[config.mk]
export PLATFORM = sky130hd
export DESIGN_NAME = prog_counter
export DESIGN_NICKNAME = d
export VERILOG_FILES = /design/src/rtl/prog_counter_pkg.sv /design/src/rtl/prog_counter_tick.sv /design/src/rtl/prog_counter.sv
export SDC_FILE = /design/constraint.sdc
export NUM_CORES = 1
export LEC_CHECK = 0
export ABC_AREA = 1
export CAP_MARGIN = 30
export CORE_MARGIN = 10
export CORE_UTILIZATION = 53
export CTS_BUF_LIST = sky130_fd_sc_hd__clkbuf_4 sky130_fd_sc_hd__clkbuf_8 sky130_fd_sc_hd__clkbuf_16
export DETAILED_ROUTE_END_ITERATION = 8
export HOLD_SLACK_MARGIN = 0.15
export PLACE_DENSITY_LB_ADDON = 0.08
export RECOVER_POWER = 50
export SYNTH_ARGS = -nofsm -noshare
export SYNTH_HDL_FRONTEND = slang
export SYNTH_HIERARCHICAL = 1
export SYNTH_SLANG_ARGS = --single-unit
[constraint.sdc]
create_clock -name clk -period 4.3 [get_ports clk]
set_clock_uncertainty 0.05 [all_clocks]
set_input_delay 0.645 -clock clk [delete_from_list [all_inputs] [get_ports clk]]
set_output_delay 0.645 -clock clk [all_outputs]
set_load 0.05 [all_outputs]
[src/rtl/prog_counter_pkg.sv]
// Shared definitions for the programmable counter.
// Contents: wrap-mode encodings used on the mode input of prog_counter.
package prog_counter_pkg;

    localparam logic [1:0] MODE_FREE    = 2'b00;
    localparam logic [1:0] MODE_MODULO  = 2'b01;
    localparam logic [1:0] MODE_SAT     = 2'b10;
    localparam logic [1:0] MODE_ONESHOT = 2'b11;

endpackage

[src/rtl/prog_counter_tick.sv]
// Prescaler for prog_counter: produces a one-cycle tick every prescale+1 enabled cycles.
// Ports:
//   clk, rst_n : clock, asynchronous active-low reset
//   en         : advances the phase counter; en=0 freezes it
//   clr        : restarts the phase (used on counter load); suppresses tick
//   prescale   : divide setting, period = prescale+1 enabled cycles
//   tick       : combinational, high in the enabled cycle that ends a period
module prog_counter_tick #(
    parameter int unsigned PSC_W = 4
) (
    input  logic             clk,
    input  logic             rst_n,
    input  logic             en,
    input  logic             clr,
    input  logic [PSC_W-1:0] prescale,
    output logic             tick
);

    localparam logic [PSC_W-1:0] PSC_ONE = {{(PSC_W-1){1'b0}}, 1'b1};

    logic [PSC_W-1:0] psc_q, psc_d;
    logic             at_end;

    always_comb begin
        at_end = (psc_q == prescale);
        tick   = en && !clr && at_end;
        psc_d  = psc_q;
        if (clr) begin
            psc_d = '0;
        end else if (en) begin
            psc_d = at_end ? '0 : psc_q + PSC_ONE;
        end
    end

    always_ff @(posedge clk or negedge rst_n) begin
        if (!rst_n) begin
            psc_q <= '0;
        end else begin
            psc_q <= psc_d;
        end
    end

endmodule

[src/rtl/prog_counter.sv]
// Programmable up/down counter with prescaler, four wrap modes, terminal-count pulse,
// compare match and replicated output-enable.
// Ports:
//   clk, rst_n : clock, asynchronous active-low reset
//   en         : count enable (gates prescaler and counter)
//   load_en    : synchronous load of load_val, highest priority, ignores en
//   load_val   : value loaded into the count
//   up_dn      : 1 = up, 0 = down
//   mode       : FREE / MODULO / SATURATE / ONESHOT
//   limit      : up-direction terminal value (not used in FREE)
//   cmp_val    : compare value for match
//   prescale   : prescaler divide setting
//   oe         : output-enable request
//   count_val  : current count
//   count_oe   : oe replicated across WIDTH
//   tc         : registered one-cycle terminal-count pulse
//   match      : count_val == cmp_val
//   done       : ONESHOT finished flag
module prog_counter
    import prog_counter_pkg::*;
#(
    parameter int unsigned WIDTH = 8,
    parameter int unsigned PSC_W = 4
) (
    input  logic             clk,
    input  logic             rst_n,
    input  logic             en,
    input  logic             load_en,
    input  logic [WIDTH-1:0] load_val,
    input  logic             up_dn,
    input  logic [1:0]       mode,
    input  logic [WIDTH-1:0] limit,
    input  logic [WIDTH-1:0] cmp_val,
    input  logic [PSC_W-1:0] prescale,
    input  logic             oe,
    output logic [WIDTH-1:0] count_val,
    output logic [WIDTH-1:0] count_oe,
    output logic             tc,
    output logic             match,
    output logic             done
);

    localparam logic [WIDTH-1:0] ONE = {{(WIDTH-1){1'b0}}, 1'b1};

    logic [WIDTH-1:0] count_q, count_d;
    logic             tc_q, tc_d;
    logic             done_q, done_d;
    logic             tick;
    logic [WIDTH-1:0] step;
    logic [WIDTH-1:0] term;
    logic             wrap;

    prog_counter_tick #(
        .PSC_W (PSC_W)
    ) u_tick (
        .clk      (clk),
        .rst_n    (rst_n),
        .en       (en),
        .clr      (load_en),
        .prescale (prescale),
        .tick     (tick)
    );

    always_comb begin
        step    = up_dn ? count_q + ONE : count_q - ONE;
        term    = up_dn ? limit : '0;
        wrap    = 1'b0;
        count_d = count_q;
        done_d  = done_q;
        tc_d    = 1'b0;
        if (load_en) begin
            count_d = load_val;
            done_d  = 1'b0;
        end else if (tick) begin
            case (mode)
                MODE_FREE: begin
                    // Natural modulo-2^WIDTH roll-over; only the pulse needs detecting.
                    count_d = step;
                    tc_d    = up_dn ? (&count_q) : (count_q == '0);
                end
                MODE_MODULO: begin
                    // >= so a loaded value beyond limit wraps on its first tick.
                    wrap = up_dn ? (count_q >= limit) : (count_q == '0);
                    if (wrap) begin
                        count_d = up_dn ? '0 : limit;
                        tc_d    = 1'b1;
                    end else begin
                        count_d = step;
                    end
                end
                MODE_SAT: begin
                    if (count_q == term) begin
                        tc_d = 1'b1;
                    end else begin
                        count_d = step;
                    end
                end
                MODE_ONESHOT: begin
                    if (!done_q) begin
                        if (count_q == term) begin
                            tc_d   = 1'b1;
                            done_d = 1'b1;
                        end else begin
                            count_d = step;
                        end
                    end
                end
                default: ;
            endcase
        end
    end

    always_ff @(posedge clk or negedge rst_n) begin
        if (!rst_n) begin
            count_q <= '0;
            tc_q    <= 1'b0;
            done_q  <= 1'b0;
        end else begin
            count_q <= count_d;
            tc_q    <= tc_d;
            done_q  <= done_d;
        end
    end

    assign count_val = count_q;
    assign count_oe  = {WIDTH{oe}};
    assign tc        = tc_q;
    assign match     = (count_q == cmp_val);
    assign done      = done_q;

endmodule

==> results by group <==
Synth
  – Fraction of registers with async set or reset after synthesis: 1.000
  – Top FF cell, synth: dfrtp_1
  – EDFF count, synth: 0
  – Distinct cells, synth: 29
  – Post-Syn Nets: between 300 and 400
  – Top cells by count, synth: 118 x nand2_1, 49 x inv_1, 37 x nor2_1
  – Synthesized flop and latch total: 14
  – Synth warnings: 6
  – Post-synthesis sequential area ratio: 0.1736
  – Leading post-synthesis cells by cell area: nand2_1 22%, dfrtp_1 17%, ha_1 9.3%
  – Most common cell in the netlist: nand2_1
  – Dominant cell type by area after synthesis: nand2_1
  – Cell Area, Synth: ~0.0020 sq mm
  – Post-Synthesis Cells: roughly 340
  – Avg Inst Size Synth: ~6 sq um
  – Area share of the largest cell type after synthesis: 0.2195

Global route
  – Grt total ovfl: 0
  – Largest net degree at the start of global routing: 22
  – Number of global-route vias before repair: slightly above 2000
  – Antenna violations before repair: 0
  – Global-route wire length before repair: slightly above 9000 um
  – Gr usage total: 0.1650

Setup path
  – WP data required: between 3 and 4 ns
  – CP peak stage delay: roughly 0.8 ns
  – Critical Path Most Common Cell: clkdlybuf4s50_1
  – Crit-path max FO: 1
  – Largest delay share family, worst path: buffers and inverters
  – Critical path, cell by cell: clkdlybuf4s50_1, xnor2_1, nand4_1, nor2_1, clkdlybuf4s50_1
  – Setup crit end kind: primary output
  – CP Launch Type: primary input
  – Worst Path Class, Setup: primary input to primary output
  – CP bufs+invs: 2
  – Slowest cell on the critical path: clkdlybuf4s50_1
  – Worst path arrival time: approximately 2.3 ns

Drt
  – DRT iter0 DRCs: 161
  – DR vias: about 2200
  – Post-route antenna net violation count: 0
  – TritonRoute pass-1 iters: 4
  – DR DRC count: 0
  – WL final: between 5000 and 6000 um
  – Drt wl/cell: ~13 um
  – Via-to-Cell Ratio: ~5.1

Clock tree
  – Post-CTS Hold Buffers: 0
  – Clock sink total: 14
  – TritonCTS Buffers: 3
  – Clock Latency Late Sink: 0.25 ns
  – Clk slew on worst S/H paths: around 0.060 ns
  – Post-CTS Setup Inserts: 0
  – CTS tree: yes
  – CTS root buf: clkbuf_8
  – CTS Buffer Depth: 2
  – # resized after CTS: 0
  – H-tree Lvls: 1

Timing
  – Final setup violation count: 0
  – Final period utilization: 0.6856
  – Fin Hold WS: 0.5392 ns
  – Tmin final: 2.948 ns
  – Setup slack after layout: approximately 1.4 ns
  – Setup TNS: 0 ns
  – Fmax: about 0.34 GHz
  – RSZ-0062 raised after global routing: no
  – Max transition margin: 0.5215
  – Slew @ Worst Pin: between 0.7 and 0.8 ns
  – Final slew viol count: 0
  – Final Hold Vio Count: 0

Floorplan
  – # IOs: 55
  – Die ar.: between 0.006 and 0.007 sq mm
  – Row count: 22
  – DIE WIDTH: 81.71 um
  – Die height: roughly 82 um
  – Core ar.: roughly 0.0037 sq mm
  – Initial Util: 0.5513

Layout
  – Fill count: about 360
  – N_diodes: 0
  – Fraction of layout cells with a size suffix above 1: 0.06417
  – Final Non-Filler Cells: about 420
  – Post-Route Utilization: 0.6760
  – Post-layout nets: 427
  – Finished Cell Area: about 0.0025 sq mm
  – Layout area overhead: 22.63%

Pwr
  – Pwr/cell area: roughly 280 mW/mm^2
  – Max VDD drop: approximately 230 uV
  – Tot Pwr: approximately 0.70 mW
  – Static leakage: approximately 1.3 nW

Hold path
  – Hold WC Path Type: register to register

Placement
  – Gpl congestion: 0.8383
  – Post-DP HPWL: ~4200 um
  – Worst slack at placement: approximately 1.3 ns
  – Post-DP Area: around 0.0024 sq mm
  – I/O Buffers: 45
  – Placed Instances: 418

Run
  – Max-cap violation count: 0

Status
  – Status: finished clean
==> where the power goes <==
group	switching, mW	internal [mW]
Clock	0.0521	0.0812
Combinational	0.217	0.156
Sequential	0.0440	0.146
==> final cells by class <==
cell class | instances | area (sq um) | share of cell area
multi-input combinational | 258 | 1356 | 0.5480
timing repair buffer | 46 | 457.9 | 0.1850
sequential | 14 | 350.3 | 0.1416
inverter | 52 | 195.2 | 0.07887
tap | 48 | 60.06 | 0.02427
clock buffer | 4 | 55.05 | 0.02224
==> worst min-delay path, stage by stage, from the launching register on <==
cell and delay [ns]:
dfrtp_1 0.40, inv_1 0.08, a21oi_1 0.06
==> logic make-up (layout without fill, tap and decap cells) <==
logic type | Yosys count | in the layout | share of synthesized area
AOI/OAI and AO/OA | 20 | 20 | 0.05394
and+or+nand+nor | 209 | 209 | 0.4600
adders and majority gates | 16 | 16 | 0.1029
DFF | 14 | 14 | 0.1736
xor gates and xnor gates | 13 | 13 | 0.05642
buffers and inverters | 66 | 102 | 0.1531
==> metal layers <==
metal / vias up / global-route usage / share of wire
met5: - / 0 / 0
met4: 0 / 0.04932 / 0.0088
met3: 4 / 0.03057 / 0.087
met2: 67 / 0.2701 / 0.45
met1: 969 / 0.2153 / 0.46
li1: 1119 / - / -
==> state kept, by name, summed over array words and instances, names as in the netlist <==
signal	cells
done	1
u_tick/psc_q	4
count_val	8
tc	1
==> worst paths after layout <==
check                             start               to  slack [ns]  cells past startpoint
max in group asynchronous         rst_n  u_tick/psc_q[2]        2.91                      1
min in group asynchronous         rst_n     count_val[7]        0.84                      1
setup / recovery             cmp_val[1]            match        1.35                      5
setup reg to reg           count_val[0]     count_val[5]        2.22                     14
hold reg to reg                    done             done        0.54                      2
hold / removal                     done             done        0.54                      2
==> cells in the final DEF (no fill, tap or decap), types with 8 or more instances in the layout <==
master           count
inv_1               49
xnor2_1              9
nand4_1              9
dfrtp_1             14
ha_1                15
nand3_1             26
nor2_1              37
clkdlybuf4s50_1     44
nand2_1            119
a21oi_1              8
(Power assumes the default switching activity.)
